**src/rtl/status_frame_receiver.sv**
```systemverilog
// Status-frame receiver: hunts a magic number, collects a fixed-length payload,
// verifies CRC16 and motor id, and publishes good frames through a stable output buffer.
module status_frame_receiver #(
  parameter logic [31:0] MAGIC          = 32'h1CEB00DA,
  parameter int unsigned MAGIC_LEN      = 4,
  parameter int unsigned PAYLOAD_LEN    = 22,
  parameter int unsigned TIMEOUT_CYCLES = 2000,
  parameter int unsigned CNT_W          = 16
) (
  input  logic                     clk,
  input  logic                     reset,
  input  logic                     rx_valid,
  input  logic [7:0]               rx_data,
  input  logic [7:0]               expected_id,
  input  logic                     id_check_en,
  input  logic                     clear_counters,
  output logic                     busy,
  output logic                     frame_valid,
  output logic [7:0]               frame_id,
  output logic [8*PAYLOAD_LEN-1:0] frame_payload,
  output logic                     crc_error,
  output logic                     id_error,
  output logic                     timeout_error,
  output logic [CNT_W-1:0]         good_count,
  output logic [CNT_W-1:0]         crc_error_count,
  output logic [CNT_W-1:0]         timeout_count
);

  localparam int unsigned MAGIC_W = 8 * MAGIC_LEN;
  localparam int unsigned HIST_W  = (MAGIC_LEN > 1) ? 8 * (MAGIC_LEN - 1) : 8;
  localparam int unsigned IDX_W   = (PAYLOAD_LEN > 1) ? $clog2(PAYLOAD_LEN) : 1;
  localparam int unsigned TMR_W   = (TIMEOUT_CYCLES > 1) ? $clog2(TIMEOUT_CYCLES + 1) : 1;

  localparam logic [MAGIC_W-1:0] MAGIC_V  = MAGIC[MAGIC_W-1:0];
  localparam logic [IDX_W-1:0]   LAST_IDX = IDX_W'(PAYLOAD_LEN - 1);
  localparam logic [TMR_W-1:0]   TMR_LOAD = TMR_W'(TIMEOUT_CYCLES);

  typedef enum logic [2:0] {HUNT, PAYLOAD, CRC_HI, CRC_LO, CHECK} state_t;

  state_t                   state;
  logic [HIST_W-1:0]        hist;
  logic [HIST_W-1:0]        hist_next;
  logic                     magic_hit;
  logic [IDX_W-1:0]         idx;
  logic [15:0]              crc;
  logic [15:0]              rx_crc;
  logic [8*PAYLOAD_LEN-1:0] shadow;
  logic [TMR_W-1:0]         timer;
  logic                     in_rx_state;
  logic                     expire;
  logic                     crc_ok;
  logic                     id_ok;
  logic                     check_good;
  logic                     check_crc_bad;
  logic                     check_id_bad;

  // CRC16 poly 0x8005, data MSB first, one byte per call.
  function automatic logic [15:0] crc16_d8(input logic [15:0] c_in, input logic [7:0] d);
    logic [15:0] c;
    c = c_in;
    for (int unsigned i = 8; i > 0; i--) begin
      if (c[15] ^ d[i-1]) c = {c[14:0], 1'b0} ^ 16'h8005;
      else                c = {c[14:0], 1'b0};
    end
    return c;
  endfunction

  function automatic logic [CNT_W-1:0] bump(input logic [CNT_W-1:0] c, input logic inc);
    return (inc && (c != '1)) ? c + 1'b1 : c;
  endfunction

  // Only the previous MAGIC_LEN-1 bytes need storing; the newest byte is rx_data itself.
  if (MAGIC_LEN == 1) begin : g_magic1
    assign magic_hit = (rx_data == MAGIC_V);
    assign hist_next = '0;
  end else if (MAGIC_LEN == 2) begin : g_magic2
    assign magic_hit = ({hist, rx_data} == MAGIC_V);
    assign hist_next = rx_data;
  end else begin : g_magicn
    assign magic_hit = ({hist, rx_data} == MAGIC_V);
    assign hist_next = {hist[HIST_W-9:0], rx_data};
  end

  assign busy          = (state != HUNT);
  assign in_rx_state   = (state == PAYLOAD) || (state == CRC_HI) || (state == CRC_LO);
  // Timer holds the cycles left including the current one; expiry is the cycle it would hit 0.
  assign expire        = (TIMEOUT_CYCLES != 0) && in_rx_state && (timer == TMR_W'(1));
  assign crc_ok        = (crc == rx_crc);
  assign id_ok         = !id_check_en || (shadow[7:0] == expected_id);
  assign check_good    = (state == CHECK) && crc_ok && id_ok;
  assign check_crc_bad = (state == CHECK) && !crc_ok;
  assign check_id_bad  = (state == CHECK) && crc_ok && !id_ok;

  always_ff @(posedge clk) begin
    if (reset) begin
      state           <= HUNT;
      hist            <= '0;
      idx             <= '0;
      crc             <= '0;
      rx_crc          <= '0;
      shadow          <= '0;
      timer           <= '0;
      frame_valid     <= 1'b0;
      crc_error       <= 1'b0;
      id_error        <= 1'b0;
      timeout_error   <= 1'b0;
      frame_id        <= '0;
      frame_payload   <= '0;
      good_count      <= '0;
      crc_error_count <= '0;
      timeout_count   <= '0;
    end else begin
      frame_valid   <= check_good;
      crc_error     <= check_crc_bad;
      id_error      <= check_id_bad;
      timeout_error <= expire;

      if (timer != '0) timer <= timer - 1'b1;

      case (state)
        HUNT: begin
          if (rx_valid) begin
            hist <= hist_next;
            if (magic_hit) begin
              state <= PAYLOAD;
              idx   <= '0;
              crc   <= 16'hFFFF;
              timer <= TMR_LOAD;
            end
          end
        end
        PAYLOAD: begin
          if (expire) begin
            state <= HUNT;
            hist  <= '0;
          end else if (rx_valid) begin
            shadow[8*idx +: 8] <= rx_data;
            crc                <= crc16_d8(crc, rx_data);
            timer              <= TMR_LOAD;
            if (idx == LAST_IDX) state <= CRC_HI;
            else                 idx   <= idx + 1'b1;
          end
        end
        CRC_HI: begin
          if (expire) begin
            state <= HUNT;
            hist  <= '0;
          end else if (rx_valid) begin
            rx_crc[15:8] <= rx_data;
            timer        <= TMR_LOAD;
            state        <= CRC_LO;
          end
        end
        CRC_LO: begin
          if (expire) begin
            state <= HUNT;
            hist  <= '0;
          end else if (rx_valid) begin
            rx_crc[7:0] <= rx_data;
            timer       <= TMR_LOAD;
            state       <= CHECK;
          end
        end
        CHECK: begin
          state <= HUNT;
          hist  <= '0;
          if (check_good) begin
            frame_payload <= shadow;
            frame_id      <= shadow[7:0];
          end
        end
        default: state <= HUNT;
      endcase

      if (clear_counters) begin
        good_count      <= '0;
        crc_error_count <= '0;
        timeout_count   <= '0;
      end else begin
        good_count      <= bump(good_count, check_good);
        crc_error_count <= bump(crc_error_count, check_crc_bad);
        timeout_count   <= bump(timeout_count, expire);
      end
    end
  end

endmodule

```
**config.mk**
```make
export PLATFORM = sky130hd
export DESIGN_NAME = status_frame_receiver
export DESIGN_NICKNAME = d
export VERILOG_FILES = /design/src/rtl/status_frame_receiver.sv
export SDC_FILE = /design/constraint.sdc
export NUM_CORES = 1
export LEC_CHECK = 0
export CAP_MARGIN = 20
export CORE_ASPECT_RATIO = 1.4
export CORE_MARGIN = 2
export CORE_UTILIZATION = 57
export CTS_BUF_LIST = sky130_fd_sc_hd__clkbuf_4
export CTS_CLUSTER_DIAMETER = 60
export DETAILED_ROUTE_END_ITERATION = 7
export GPL_ROUTABILITY_DRIVEN = 0
export PLACE_DENSITY = 0.9
export SYNTH_ARGS = -nofsm -noshare
export SYNTH_HDL_FRONTEND = slang
export SYNTH_SLANG_ARGS = --single-unit
```
**constraint.sdc**
```tcl
create_clock -name clk -period 4.33 [get_ports clk]
set_input_delay 0.433 -clock clk [delete_from_list [all_inputs] [get_ports clk]]
set_output_delay 0.433 -clock clk [all_outputs]
set_load 0.03 [all_outputs]
```
==> summary.txt <==
Outcome
  – Status: finished clean

Critical path
  – End point of the critical path: shadow[20]
  – Worst Path Arrival: between 4 and 5 ns
  – CP Max Fanout: 10
  – Reg2Reg Capture Point: shadow[20]
  – Flop-to-flop setup slack: slightly below 1 ns
  – Critical path class: reg2reg
  – Crit start category: flip-flop
  – CP Data Required Time: ~5 ns
  – R2r worst-path depth: 8
  – Launching point of the worst reg2reg path: idx[1]
  – Setup crit end kind: flip-flop
  – Critical path origin: idx[1]

Clocking
  – Post-CTS sizing: 0
  – Clock transition at path regs: 0.08 ns
  – Clk_lat worst skew: roughly 0.87 ns
  – Root Buffer: clkbuf_4
  – TritonCTS clock tree: done
  – CTS Buf Count: 106
  – H-tree depth: 3
  – Postcts setup bufs: 0
  – CTS Hold Bufs: 0
  – Clk sinks: between 400 and 500
  – Clock tree buffer depth: 3

Drt
  – DR DRC count: 0
  – DRT iter0 DRCs: ~1700
  – Post-Route WL: roughly 53 mm
  – DR pass1 iterations: 8
  – Via density: approximately 5.8
  – Drt wl/cell: roughly 18 um
  – Post-route ant nets: 0
  – Total vias in the final route: 17400

Timing
  – Final Skew: about 0.093 ns
  – Max-slew violation count: 0
  – Max Clk Rate: around 300 MHz
  – Actual slew at the worst max-slew pin: around 1.1 ns
  – Final hold vios: 0
  – Setup TNS Final: 0 ns
  – Fin crit share: 0.775
  – Minimum clock period: approximately 3.4 ns
  – RSZ-0062 raised after global routing: no
  – Final setup fails: 0
  – Worst hold slack: approximately 0.051 ns
  – Setup WS post-layout: between 0.9 and 1 ns
  – Max-Slew Margin vs Limit: 0.250

Layout
  – Leading cell types in the layout, fill and taps excluded: 520 x nand2_1, 479 x dfxtp_1, 277 x a21oi_1, 256 x clkdlybuf4s50_1, 180 x nand3_1
  – Cell Count, Final, Fillers Out: about 3000
  – Total Nets Final: between 2000 and 2500
  – Area delta synth->final: 21.1%
  – Commonest non-fill, non-tap cell in the layout: nand2_1
  – Final Core Density: 0.700
  – Layout cells sized above 1: 0.0879

Power and ir drop
  – Sw Share: 0.247
  – Register share of total power: 0.537
  – P_sw: around 2.1 mW
  – Leakage: a little under 8 nW
  – Internal power component: approximately 6.3 mW
  – Logic pwr share: 0.054
  – Pwr Density: roughly 370 nW/um2
  – Peak VDD IR: ~0.28 mV
  – Clock Power Share: 0.409

Die
  – Die H: 218 um
  – Io pins: between 200 and 300
  – Overall die area: roughly 34000 um2
  – X dimension of the die: about 160 um
  – Core area: ~32000 um2
  – Initial core utilization: 0.578
  – Num rows: 78

Logic synthesis
  – Cells after synthesis: roughly 2200
  – Seq/Total Area, Yosys: 0.512
  – Synthesized area: around 19000 um2
  – Synth Flop Type: dfxtp_1
  – Register bit total from synthesis: about 480
  – Number of synthesized flops with an enable pin: 0
  – Warnings, synthesis: 0
  – FFs w/ async S/R, synth: 0
  – Post-synth cell types: 69
  – Syn Area/Cell: about 8.4 um2
  – Syn_nets: between 2000 and 2500

Worst hold path
  – HP Class: in2reg

Global routing
  – First-pass GRT wire length: ~84 mm
  – Vias in the first global route: 16800
  – Global route overflow: 0
  – Initial antenna violation count: 2
  – GR Util All Layers: 0.304
  – Pin count of the biggest net entering global routing: about 170

Placed design
  – Post-DP HPWL: 35.0 mm
  – IO buf count: 257
  – # placed instances: 2800
  – Dpl ws: roughly 1.1 ns

Job
  – Max-Cap Viols: 0
[layout make-up]
class                           instances  area (um2)
Fill cell                            2430        9730
Sequential cell                       479        9590
Multi-Input combinational cell       1588        8380
Timing Repair Buffer                  280        2760
Clock buffer                          159        1190
Tap cell                              440         551
Clock inverter                         30         144
Inverter                               13        50.0
Antenna cell                            2        5.00
[worst max-delay path, stage by stage (launching register included)]
cell and delay (ns):
dfxtp_1 0.45, inv_1 0.11, ha_1 0.28, or2_1 0.23, o21ai_1 0.53, and4_1 0.57
and3_1 0.60, mux2i_1 0.30, nor2_1 0.08
[flip-flops by register name, summed over array words and instances (netlist names)]
signal           count
timer               11
frame_payload      169
frame_id             7
frame_valid          1
crc                 16
crc_error_count     16
rx_crc              16
timeout_count       16
idx                  5
id_error             1
shadow             176
hist                24
good_count          16
timeout_error        1
crc_error            1
state                3
[how the worst min path moves through the flow]
stage,start,end,slack [ns],cells past startpoint
final,reset,frame_payload[170],0.05,2
after global routing,reset,shadow[55],0.08,2
after CTS,reset,frame_payload[170],0.03,2
after detailed placement,shadow[145],frame_payload[145],0.44,2
after global placement,hist[18],hist[18],0.43,2
after floorplan,hist[18],hist[18],0.43,2
[cells in the mapped netlist (6+ instances only)]
library cell,instances,area (um2)
nand2_1,520,1950
dfxtp_1,479,9590
a21oi_1,277,1390
nand3_1,180,901
clkbuf_1,121,454
nor2_1,121,454
o21ai_1,93,465
mux2i_1,48,480
xor2_1,41,359
xnor2_1,32,280
nand4_1,30,188
or3_1,26,163
nor3_1,23,115
and3_1,22,138
buf_2,22,110
o21ai_0,19,95.1
a31o_1,14,123
nor4_1,14,87.6
buf_4,13,97.6
inv_1,12,45.0
ha_1,9,113
o221a_1,9,101
and2_1,8,50.1
nand3_2,8,80.1
o31ai_1,8,60.1
or4_1,8,60.1
a211oi_1,7,52.6
nor2b_1,6,37.5
[power by group through the flow]
stage | Clock [mW] | Combinational (mW) | Sequential, mW
2_1_floorplan | 0 | 0.330 | 4.57
3_3_place_gp | 0 | 0.420 | 4.58
3_5_place_dp | 0 | 0.442 | 4.58
4_1_cts | 3.47 | 0.445 | 4.48
5_1_grt | 3.69 | 0.489 | 4.49
6_report | 3.42 | 0.452 | 4.48
[metal layers]
| layer | vias up | wire length (um) | GRT usage |
|---|---|---|---|
| li1 | 8184 | - | - |
| met1 | 8120 | 20300 | 0.360 |
| met2 | 897 | 25900 | 0.508 |
| met3 | 214 | 4210 | 0.0637 |
| met4 | 0 | 2940 | 0.177 |
| met5 | - | 0 | 0 |
[logic make-up after synthesis]
| logic type | Yosys count | synth area share |
|---|---|---|
| mux | 51 | 0.0275 |
| simple gates | 1008 | 0.247 |
| fa+ha+maj | 9 | 0.00601 |
| xor+xnor | 76 | 0.0374 |
| buf+inv | 174 | 0.0406 |
| flops | 479 | 0.512 |
| compound gates | 444 | 0.130 |
[through the flow]
step / instance area [um2] / total power [mW]
floorplan: 18700 / 4.90
global placement: 21300 / 5.00
detailed placement: 21300 / 5.02
CTS: 22700 / 8.39
global route: 22700 / 8.66
finish: 22700 / 8.35
(Power assumes the default switching activity.)
